## src/rtl/ifu_fetch_pkg.sv

```systemverilog
// rtl/ifu_fetch_pkg.sv - shared widths, constants and FSM states for the fetch stage
package ifu_fetch_pkg;

  localparam int PC_WIDTH    = 32;
  localparam int INSTR_WIDTH = 32;

  localparam logic [INSTR_WIDTH-1:0] INSTR_NOP  = 32'h0000_0013;
  localparam logic [6:0]             OPCODE_JAL = 7'b1101111;

  typedef enum logic [1:0] {
    ST_IDLE,
    ST_REQ,
    ST_WAIT,
    ST_DISCARD
  } fetch_state_e;

endpackage

```

## src/rtl/ifu_fetch_if.sv

```systemverilog
// rtl/ifu_fetch_if.sv - instruction memory req/gnt/rvalid bus between fetch (master) and memory (slave)
interface ifu_fetch_if;
  import ifu_fetch_pkg::*;

  logic                   imem_req_o;
  logic [PC_WIDTH-1:0]    imem_addr_o;
  logic                   imem_gnt_i;
  logic                   imem_rvalid_i;
  logic [INSTR_WIDTH-1:0] imem_rdata_i;

  modport master (
    output imem_req_o, imem_addr_o,
    input  imem_gnt_i, imem_rvalid_i, imem_rdata_i
  );

  modport slave (
    input  imem_req_o, imem_addr_o,
    output imem_gnt_i, imem_rvalid_i, imem_rdata_i
  );

endinterface

```

## src/rtl/ifu_fetch_buf.sv

```systemverilog
// rtl/ifu_fetch_buf.sv - 2-entry {pc, instr} buffer; entry 0 is always the head
module ifu_fetch_buf
  import ifu_fetch_pkg::*;
#(
  parameter logic [PC_WIDTH-1:0]    RESET_PC  = '0,
  parameter logic [INSTR_WIDTH-1:0] NOP_INSTR = INSTR_NOP
) (
  input  logic                   clk,
  input  logic                   rst_n,
  input  logic                   push,
  input  logic                   pop,
  input  logic                   flush,
  input  logic [PC_WIDTH-1:0]    push_pc,
  input  logic [INSTR_WIDTH-1:0] push_instr,
  output logic [1:0]             count,
  output logic [PC_WIDTH-1:0]    head_pc,
  output logic [INSTR_WIDTH-1:0] head_instr,
  output logic                   head_valid
);

  logic [PC_WIDTH-1:0]    pc0_q, pc1_q;
  logic [INSTR_WIDTH-1:0] instr0_q, instr1_q;
  logic [1:0]             count_q;

  always_ff @(posedge clk or negedge rst_n) begin
    if (!rst_n) begin
      pc0_q    <= RESET_PC;
      pc1_q    <= RESET_PC;
      instr0_q <= NOP_INSTR;
      instr1_q <= NOP_INSTR;
      count_q  <= 2'd0;
    end else if (flush) begin
      count_q <= 2'd0;
    end else begin
      case ({push, pop})
        2'b10: begin
          if (count_q == 2'd0) begin
            pc0_q    <= push_pc;
            instr0_q <= push_instr;
          end else begin
            pc1_q    <= push_pc;
            instr1_q <= push_instr;
          end
          count_q <= count_q + 2'd1;
        end
        2'b01: begin
          // Popping the last entry leaves entry 0 untouched so if_pc_o holds steady.
          if (count_q == 2'd2) begin
            pc0_q    <= pc1_q;
            instr0_q <= instr1_q;
          end
          count_q <= count_q - 2'd1;
        end
        2'b11: begin
          if (count_q == 2'd1) begin
            pc0_q    <= push_pc;
            instr0_q <= push_instr;
          end else begin
            pc0_q    <= pc1_q;
            instr0_q <= instr1_q;
            pc1_q    <= push_pc;
            instr1_q <= push_instr;
          end
        end
        default: ;
      endcase
    end
  end

  assign count      = count_q;
  assign head_valid = (count_q != 2'd0);
  assign head_pc    = pc0_q;
  assign head_instr = head_valid ? instr0_q : NOP_INSTR;

endmodule

```

## src/rtl/ifu_fetch.sv

```systemverilog
// rtl/ifu_fetch.sv - instruction fetch stage: PC generation, imem handshake, 2-deep buffer, redirect
// Optional JAL predecode of the next fetch address is enabled by defining IFU_JAL_PREDECODE_EN.
module ifu_fetch
  import ifu_fetch_pkg::*;
#(
  parameter logic [PC_WIDTH-1:0]    RESET_PC  = 32'h0000_0000,
  parameter logic [INSTR_WIDTH-1:0] NOP_INSTR = INSTR_NOP
) (
  input  logic                   clk,
  input  logic                   rst_n,
  input  logic                   stall_i,
  input  logic                   redirect_i,
  input  logic [PC_WIDTH-1:0]    redirect_pc_i,
  ifu_fetch_if.master            imem,
  output logic [PC_WIDTH-1:0]    if_pc_o,
  output logic [INSTR_WIDTH-1:0] if_instr_o,
  output logic                   if_valid_o
);

  fetch_state_e        state_q, state_d;
  logic [PC_WIDTH-1:0] fetch_pc_q, fetch_pc_d;
  logic [PC_WIDTH-1:0] next_pc;
  logic [1:0]          buf_count;
  logic [1:0]          count_after;
  logic                buf_push, buf_pop;

  // Redirect overrides push and pop; the flush empties the buffer instead.
  assign buf_pop     = if_valid_o && !stall_i && !redirect_i;
  assign buf_push    = (state_q == ST_WAIT) && imem.imem_rvalid_i && !redirect_i;
  assign count_after = buf_count + {1'b0, buf_push} - {1'b0, buf_pop};

`ifdef IFU_JAL_PREDECODE_EN
  logic [PC_WIDTH-1:0] jal_offset;
  assign jal_offset = {{(PC_WIDTH-20){imem.imem_rdata_i[31]}}, imem.imem_rdata_i[19:12],
                       imem.imem_rdata_i[20], imem.imem_rdata_i[30:21], 1'b0};
  assign next_pc = (imem.imem_rdata_i[6:0] == OPCODE_JAL) ? fetch_pc_q + jal_offset
                                                          : fetch_pc_q + PC_WIDTH'(4);
`else
  assign next_pc = fetch_pc_q + PC_WIDTH'(4);
`endif

  always_ff @(posedge clk or negedge rst_n) begin
    if (!rst_n) begin
      state_q    <= ST_IDLE;
      fetch_pc_q <= RESET_PC;
    end else begin
      state_q    <= state_d;
      fetch_pc_q <= fetch_pc_d;
    end
  end

  always_comb begin
    state_d    = state_q;
    fetch_pc_d = fetch_pc_q;
    case (state_q)
      // Nothing is outstanding in IDLE, so the space check reduces to the buffer count.
      ST_IDLE: begin
        if (redirect_i || (buf_count < 2'd2)) state_d = ST_REQ;
      end
      ST_REQ: begin
        if (redirect_i)              state_d = imem.imem_gnt_i ? ST_DISCARD : ST_IDLE;
        else if (imem.imem_gnt_i)    state_d = ST_WAIT;
      end
      ST_WAIT: begin
        if (redirect_i) begin
          state_d = imem.imem_rvalid_i ? ST_REQ : ST_DISCARD;
        end else if (imem.imem_rvalid_i) begin
          fetch_pc_d = next_pc;
          state_d    = (count_after < 2'd2) ? ST_REQ : ST_IDLE;
        end
      end
      ST_DISCARD: begin
        if (imem.imem_rvalid_i) state_d = ST_REQ;
      end
      default: state_d = ST_IDLE;
    endcase
    if (redirect_i) fetch_pc_d = {redirect_pc_i[PC_WIDTH-1:2], 2'b00};
  end

  assign imem.imem_req_o  = (state_q == ST_REQ);
  assign imem.imem_addr_o = fetch_pc_q;

  ifu_fetch_buf #(
    .RESET_PC  (RESET_PC),
    .NOP_INSTR (NOP_INSTR)
  ) u_buf (
    .clk        (clk),
    .rst_n      (rst_n),
    .push       (buf_push),
    .pop        (buf_pop),
    .flush      (redirect_i),
    .push_pc    (fetch_pc_q),
    .push_instr (imem.imem_rdata_i),
    .count      (buf_count),
    .head_pc    (if_pc_o),
    .head_instr (if_instr_o),
    .head_valid (if_valid_o)
  );

endmodule

```

## src/flat_wrapper.sv

```systemverilog
// flat-port wrapper written by rule: the top's interface ports become plain ports
module ifu_fetch_flat import ifu_fetch_pkg::*;
#(
  parameter logic [PC_WIDTH-1:0]    RESET_PC  = 32'h0000_0000,
  parameter logic [INSTR_WIDTH-1:0] NOP_INSTR = INSTR_NOP
)
  (clk, rst_n, stall_i, redirect_i, redirect_pc_i, if_pc_o, if_instr_o, if_valid_o, imem_imem_req_o, imem_imem_addr_o, imem_imem_gnt_i, imem_imem_rvalid_i, imem_imem_rdata_i);
  ifu_fetch_if imem_i ();
  input  logic clk;
  input  logic rst_n;
  input  logic stall_i;
  input  logic redirect_i;
  input  logic [PC_WIDTH-1:0] redirect_pc_i;
  output logic [PC_WIDTH-1:0] if_pc_o;
  output logic [INSTR_WIDTH-1:0] if_instr_o;
  output logic if_valid_o;
  output wire logic [$bits(imem_i.imem_req_o)-1:0] imem_imem_req_o;
  output wire logic [$bits(imem_i.imem_addr_o)-1:0] imem_imem_addr_o;
  input wire logic [$bits(imem_i.imem_gnt_i)-1:0] imem_imem_gnt_i;
  input wire logic [$bits(imem_i.imem_rvalid_i)-1:0] imem_imem_rvalid_i;
  input wire logic [$bits(imem_i.imem_rdata_i)-1:0] imem_imem_rdata_i;
  assign imem_imem_req_o = imem_i.imem_req_o;
  assign imem_imem_addr_o = imem_i.imem_addr_o;
  assign imem_i.imem_gnt_i = imem_imem_gnt_i;
  assign imem_i.imem_rvalid_i = imem_imem_rvalid_i;
  assign imem_i.imem_rdata_i = imem_imem_rdata_i;
  ifu_fetch #(.RESET_PC(RESET_PC), .NOP_INSTR(NOP_INSTR)) u_core (.clk(clk), .rst_n(rst_n), .stall_i(stall_i), .redirect_i(redirect_i), .redirect_pc_i(redirect_pc_i), .imem(imem_i), .if_pc_o(if_pc_o), .if_instr_o(if_instr_o), .if_valid_o(if_valid_o));
endmodule
```

## config.mk

```make
export PLATFORM = sky130hd
export DESIGN_NAME = ifu_fetch_flat
export DESIGN_NICKNAME = d
export VERILOG_FILES = /design/src/rtl/ifu_fetch_pkg.sv /design/src/rtl/ifu_fetch_if.sv /design/src/rtl/ifu_fetch_buf.sv /design/src/rtl/ifu_fetch.sv /design/src/flat_wrapper.sv
export SDC_FILE = /design/constraint.sdc
export NUM_CORES = 1
export LEC_CHECK = 0
export ABC_AREA = 1
export BUFFER_PORTS_ARGS = -buffer_cell sky130_fd_sc_hd__buf_4
export CELL_PAD_IN_SITES_DETAIL_PLACEMENT = 2
export CELL_PAD_IN_SITES_GLOBAL_PLACEMENT = 2
export CORE_MARGIN = 2
export CORE_UTILIZATION = 31
export DETAILED_ROUTE_END_ITERATION = 8
export MAX_ROUTING_LAYER = met4
export PLACE_DENSITY = 0.83
export SYNTH_ARGS = -nofsm -noshare
export SYNTH_HDL_FRONTEND = slang
export SYNTH_SLANG_ARGS = --single-unit
```

## constraint.sdc

```tcl
create_clock -name clk -period 3.15 [get_ports clk]
set_input_delay 0.315 -clock clk [delete_from_list [all_inputs] [get_ports clk]]
set_output_delay 0.315 -clock clk [all_outputs]
set_load 0.1 [all_outputs]
```

== Yosys cells after proc, flatten, opt, wreduce, memory -nomap -nowiden ==
Index checks and enable logic that the tools add are counted.

* Flip-flop bits (word level): 164
* Bits of input ports: 70
* Output and inout bits: 98

* Add/subtract/negate cells: 5
* Magnitude comparators: 2
* Equal/unequal tests: 16
* Multiplexer cells: 30
* Bitwise gates (word level): 1
* Reductions and logical operators: 19

{| class="wikitable"
|+ Operators by type and width
! operator !! count
|-
| 32-bit 2-to-1 mux || 14
|-
| 32-bit one-hot mux with 3 select lines || 2
|-
| 32-bit one-hot mux with 2 select lines || 2
|-
| 32-bit by 3-bit adder with 32-bit output, second input constant || 1
|-
| 2-bit 2-to-1 mux || 9
|-
| 4-bit AND reduction || 3
|-
| 2-bit == test, second input constant || 5
|-
| 2-bit != test, second input constant || 5
|-
| 2-bit one-hot mux with 4 select lines || 1
|-
| 2-bit nonzero test || 4
|-
| 2-bit by 1-bit == test with 1-bit output, second input constant || 3
|-
| 3-bit nonzero test || 2
|-
| 1-bit logical AND || 4
|-
| 2-bit zero test || 2
|-
| 2-bit < comparator, second input constant || 2
|-
| 2-bit one-hot mux with 2 select lines || 1
|-
| 3-bit by 2-bit != test with 1-bit output, second input constant || 1
|-
| 3-bit != test, second input constant || 1
|-
| 2-bit by 1-bit adder with 2-bit output || 1
|-
| 2-bit by 1-bit adder with 2-bit output, second input constant || 1
|-
| 1-bit zero test || 2
|-
| 2-bit by 1-bit != test with 1-bit output, second input constant || 1
|-
| 2-bit AND reduction || 1
|-
| 2-bit by 1-bit subtractor with 2-bit output || 1
|-
| other kinds (4) || 4
|}

== Longest topological paths before layout ==
* Depth in word-level cells: 10
* Gate-level depth with buffers: 15
* Depth with buffers taken out: 13

== By module ==
Synthesis repeated with hierarchy kept, for this count alone.

* Cell total of the unflattened synthesis: 1,238
* Area total of the unflattened synthesis: 8,856.0 µm²

{| class="wikitable"
|+ By module, submodules not included
! module !! instances !! cells an instance !! area an instance (µm²)
|-
| ifu_fetch_buf || 1 || 863 || 6,388.6
|-
| ifu_fetch || 1 || 375 || 2,467.4
|}

== Least setup slack after synthesis ==
Ideal clock, no wire load.

* Path type: register -> output
* Start point: register u_core.u_buf.count_q[1] (netlist: u_core.u_buf.count[1])
* End point: output if_instr_o[0]
* Data arrival time: 2,420 ps
* Path slack: 415 ps
* Cell stages (with the launch flop): 7
* Buffers on the path: 2
* Cell sequence: dfrtp_1 > inv_1 > ha_1 > buf_2 > clkbuf_1 > inv_1 > nand2_1

* Cells in the longest elaborated chain, start to end: 2

{| class="wikitable"
|+ RTL lines
! element !! line !! source
|-
| from (decl) || ifu_fetch_buf.sv:23 || <nowiki>logic [1:0] count_q;</nowiki>
|-
| from (signal assigned) || ifu_fetch_buf.sv:44 || <nowiki>count_q <= count_q + 2'd1;</nowiki>
|-
| from (signal assigned) || ifu_fetch_buf.sv:52 || <nowiki>count_q <= count_q - 2'd1;</nowiki>
|-
| 2-bit nonzero test || ifu_fetch_buf.sv:71 || <nowiki>assign head_valid = (count_q != 2'd0);</nowiki>
|-
| named net if_valid_o || flat_wrapper.sv:16 || <nowiki>output logic if_valid_o;</nowiki>
|-
| 32-bit 2-to-1 mux || ifu_fetch_buf.sv:73 || <nowiki>assign head_instr = head_valid ? instr0_q : NOP_INSTR;</nowiki>
|-
| to (decl) || flat_wrapper.sv:15 || <nowiki>output logic [INSTR_WIDTH-1:0] if_instr_o;</nowiki>
|}

The timed path passes the listed nets, and every way through them passes these cells.

== Worst setup path after layout ==
* Start point: register u_core.u_buf.count_q[1] (netlist: u_core.u_buf.count[1])
* End point: register u_core.state_q[0]

* Cells in the longest elaborated chain, start to end: 9
* Elaborated cells on any way between the ends: 14

{| class="wikitable"
|+ RTL lines
! element !! line !! source
|-
| branches (longest 9 deep; another with 2-bit by 1-bit adder with 2-bit output) || - ||
|-
| to (signal assigned) || ifu_fetch.sv:47 || <nowiki>state_q <= state_d;</nowiki>
|-
| to (decl) || ifu_fetch.sv:20 || <nowiki>fetch_state_e state_q, state_d;</nowiki>
|}

Several ways; the timed one is not identified. The select of a mux whose other input is x is not followed.
A chain may end at the register's enable or synchronous reset.

==> metrics.yaml <==
route.met2.wl_um: 14370
synth_enable_flop_cells: 0
layout.cells.non_filler: 1575
vdd_drop_max_uv: 527.0
vias: 7782
cts_tree: "done"
highest_layer: "met4"
yosys_register_bits: 158
diodes: 0
postCtsSetupBuffers: 0
dr.first_iter.drc_count: 318
cts.path.max_buffers: 2
fillers: 2985
grt_antenna_before_repair: 0
boundaryPins: 168
syn_to_final_growth_pct: 27.65
mostFrequentLayoutCells: "nand2_1 (262), buf_4 (171), inv_1 (153)"
hpwl_um: 19520
synth_area_leaders: "dfrtp_1 (47%), nand2_1 (12%), o21ai_0 (9.1%)"
start_util: 0.3145
ys_warn_count: 0
final-seq-area_um2: 3961
p_leak_nw: 5.007
grt_max_degree: 125
powerDensity_nw_per_um2: 1089
arrival_ns: 3.18
hold_class: "input pin to flop"
insertion_delay_ns: 0.42
groute.usage.overall: 0.2211
dieHeight_um: 166.1
timing.hold.ws_ns: 0.1090
port_buffers: 161
avgSynthCellArea_um2: 7.498
cap_violations: 0
synth_area_um2: 8150
drive_above_1_share: 0.1774
synth_ff_type: "dfrtp_1"
worst-r2r-cell-count: 9
grt_overflow_total: 0
critPathMaxFanout: 63
power.internal_mw: 5.397
pwr-share-comb: 0.507
finalCritPeriodShare: 0.9126
cts_buffers: 17
setup_viol_count_final: 0
finalWirelength_um: 28900
yosysTopAreaCell: "dfrtp_1"
cts_root_buf: "clkbuf_16"
dp_cells: 1543
clkSinkCount: 158
required_ns: 3.46
synth_top_area_frac: 0.4667
drv_slew: 0
hold_viol: 0
cp-start-kind: "flop"
clock_power_share: 0.197
finClkSkew_ns: 0.01073
synthDistinctLibCells: 29
htreeDepth: 4
grt_pass1_wl_um: 47380
seq_power_share: 0.296
met1_length_um: 13140
fin_crit_ns: 2.875
tightest_slew_ns: 0.7678
max_clock_freq_ghz: 0.3478
place_congestion: 0.8385
dr_wl_met3_um: 1008
p_sw_mw: 5.937
setup_tns_ns: 0
status: "finished clean"
drc_errors: 0
rsz0062_at_grt: "false"
die_area_um2: 27600
multi_input_area_um2: 3379
die_w_um: 166.1
cp-end-kind: "flop"
layout_commonest_cell: "nand2_1"
ys_async_sr_fraction: 1.000
design.core.area_um2: 25910
rows: 59
post_drt_wl_per_cell_um: 18.35
dr.pass1.iters: 4
whs_path_depth: 3
ant_nets: 0
first_global_vias: 8619
switching_share: 0.5238
slew_headroom: 0.4882
ys_seq_area_frac: 0.4860
routed_via_density: 4.941
clk_pin_slew_ns: 0.07
nets: 1311
path_class: "flop to flop"
synth_cells: 1087
==> what timing repair did <==
item | 4_1_cts | 5_1_grt
hold buffers | 1 | 0
resized for setup | 0 | 0
endpoints found under the hold margin | 61 | 0
==> cell usage after synthesis, drive strengths merged (2+ instances only) <==
library cell and count:
o21ai 208, a21oi 8, ha 13, clkbuf 34, o211ai 7, o21bai 2
dfrtp 152, dfstp 6, nor2 85, xor2 8, nand2 262, buf 27
inv 154, nand3 109, nor3 3
==> area by class of cell <==
class | count | share of cell area
clock buffers | 21 | 0.04426
clock inverters | 10 | 0.01539
inverters | 154 | 0.05556
multi-input cells | 717 | 0.3248
flip-flops and latches | 158 | 0.3808
well taps | 335 | 0.04029
repair buffers | 180 | 0.1389
==> registers in the layout, indices dropped and copies added, names as in the netlist <==
| signal | cells |
|---|---|
| u_core.imem.imem_addr_o | 30 |
| u_core.u_buf.count | 2 |
| u_core.state_q | 2 |
| u_core.u_buf.pc1_q | 30 |
| u_core.u_buf.instr0_q | 32 |
| u_core.u_buf.head_pc | 30 |
| u_core.u_buf.instr1_q | 32 |
==> kinds of logic (layout without fill, tap and decap cells) <==
family | count (synthesis) | after routing | share of synthesized area
AND/OR/NAND/NOR | 464 | 464 | 0.2360
AO/OA/AOI/OAI | 227 | 227 | 0.1435
buffers and inverters | 215 | 365 | 0.1044
flip-flops | 158 | 158 | 0.4860
adder cells (fa/ha/maj) | 13 | 13 | 0.01996
XOR/XNOR | 9 | 9 | 0.009672
other | 1 | 4 | 0.0004601
==> worst paths after layout <==
path	startpoint	end	slack (ns)
worst max-delay path	u_core.u_buf.count[1]$_DFFE_PN0P_	u_core.state_q[0]$_DFFE_PN0P_	0.28
worst min-delay path	redirect_pc_i[24]	u_core.imem.imem_addr_o[24]$_DFFE_PN0P_	0.11
worst max register to register	u_core.u_buf.count[1]$_DFFE_PN0P_	u_core.state_q[0]$_DFFE_PN0P_	0.28
max in group asynchronous	rst_n	u_core.imem.imem_addr_o[16]$_DFFE_PN0P_	1.74
min in group asynchronous	rst_n	u_core.u_buf.instr0_q[29]$_DFFE_PN0P_	0.45
worst min register to register	u_core.u_buf.instr1_q[23]$_DFFE_PN0P_	u_core.u_buf.instr1_q[23]$_DFFE_PN0P_	0.49
==> stage by stage <==
stage          worst slack (ns)    util  area (um^2)  total power, mW
5_1_grt                 0.04513  0.4015        10400            11.93
3_5_place_dp             0.5206  0.3772         9773            9.126
2_1_floorplan            0.4151       -         8162            7.632
4_1_cts                  0.2872  0.4015        10400            11.46
6_report                 0.2752  0.4015        10400            11.33
3_3_place_gp             0.5484  0.3772         9773            8.918
==> power groups by stage <==
| stage | clock network [mW] | registers (mW) | logic [mW] |
|---|---|---|---|
| 4_1_cts | 2.28 | 3.37 | 5.81 |
| 2_1_floorplan | 0 | 4.98 | 2.65 |
| 3_3_place_gp | 0 | 3.32 | 5.60 |
| 6_report | 2.23 | 3.36 | 5.74 |
| 5_1_grt | 2.36 | 3.46 | 6.11 |
| 3_5_place_dp | 0 | 3.38 | 5.75 |
==> per-layer routing <==
| layer | vias up | track usage |
|---|---|---|
| met4 | 0 | 0.04991 |
| li1 | 3711 | - |
| met2 | 159 | 0.3677 |
| met3 | 29 | 0.03027 |
| met5 | - | - |
| met1 | 3883 | 0.2881 |
==> worst max-delay path, cell delays in order (launching register included) <==
cell and delay [ns]:
dfrtp_1 0.45, inv_1 0.11, ha_1 0.26, nor3_4 0.31, buf_4 0.67, ha_1 0.31, xor2_1 0.30, nor2_1 0.09
o21ai_0 0.17, a21oi_1 0.08
Note: power is estimated with default switching activity, not from simulation.
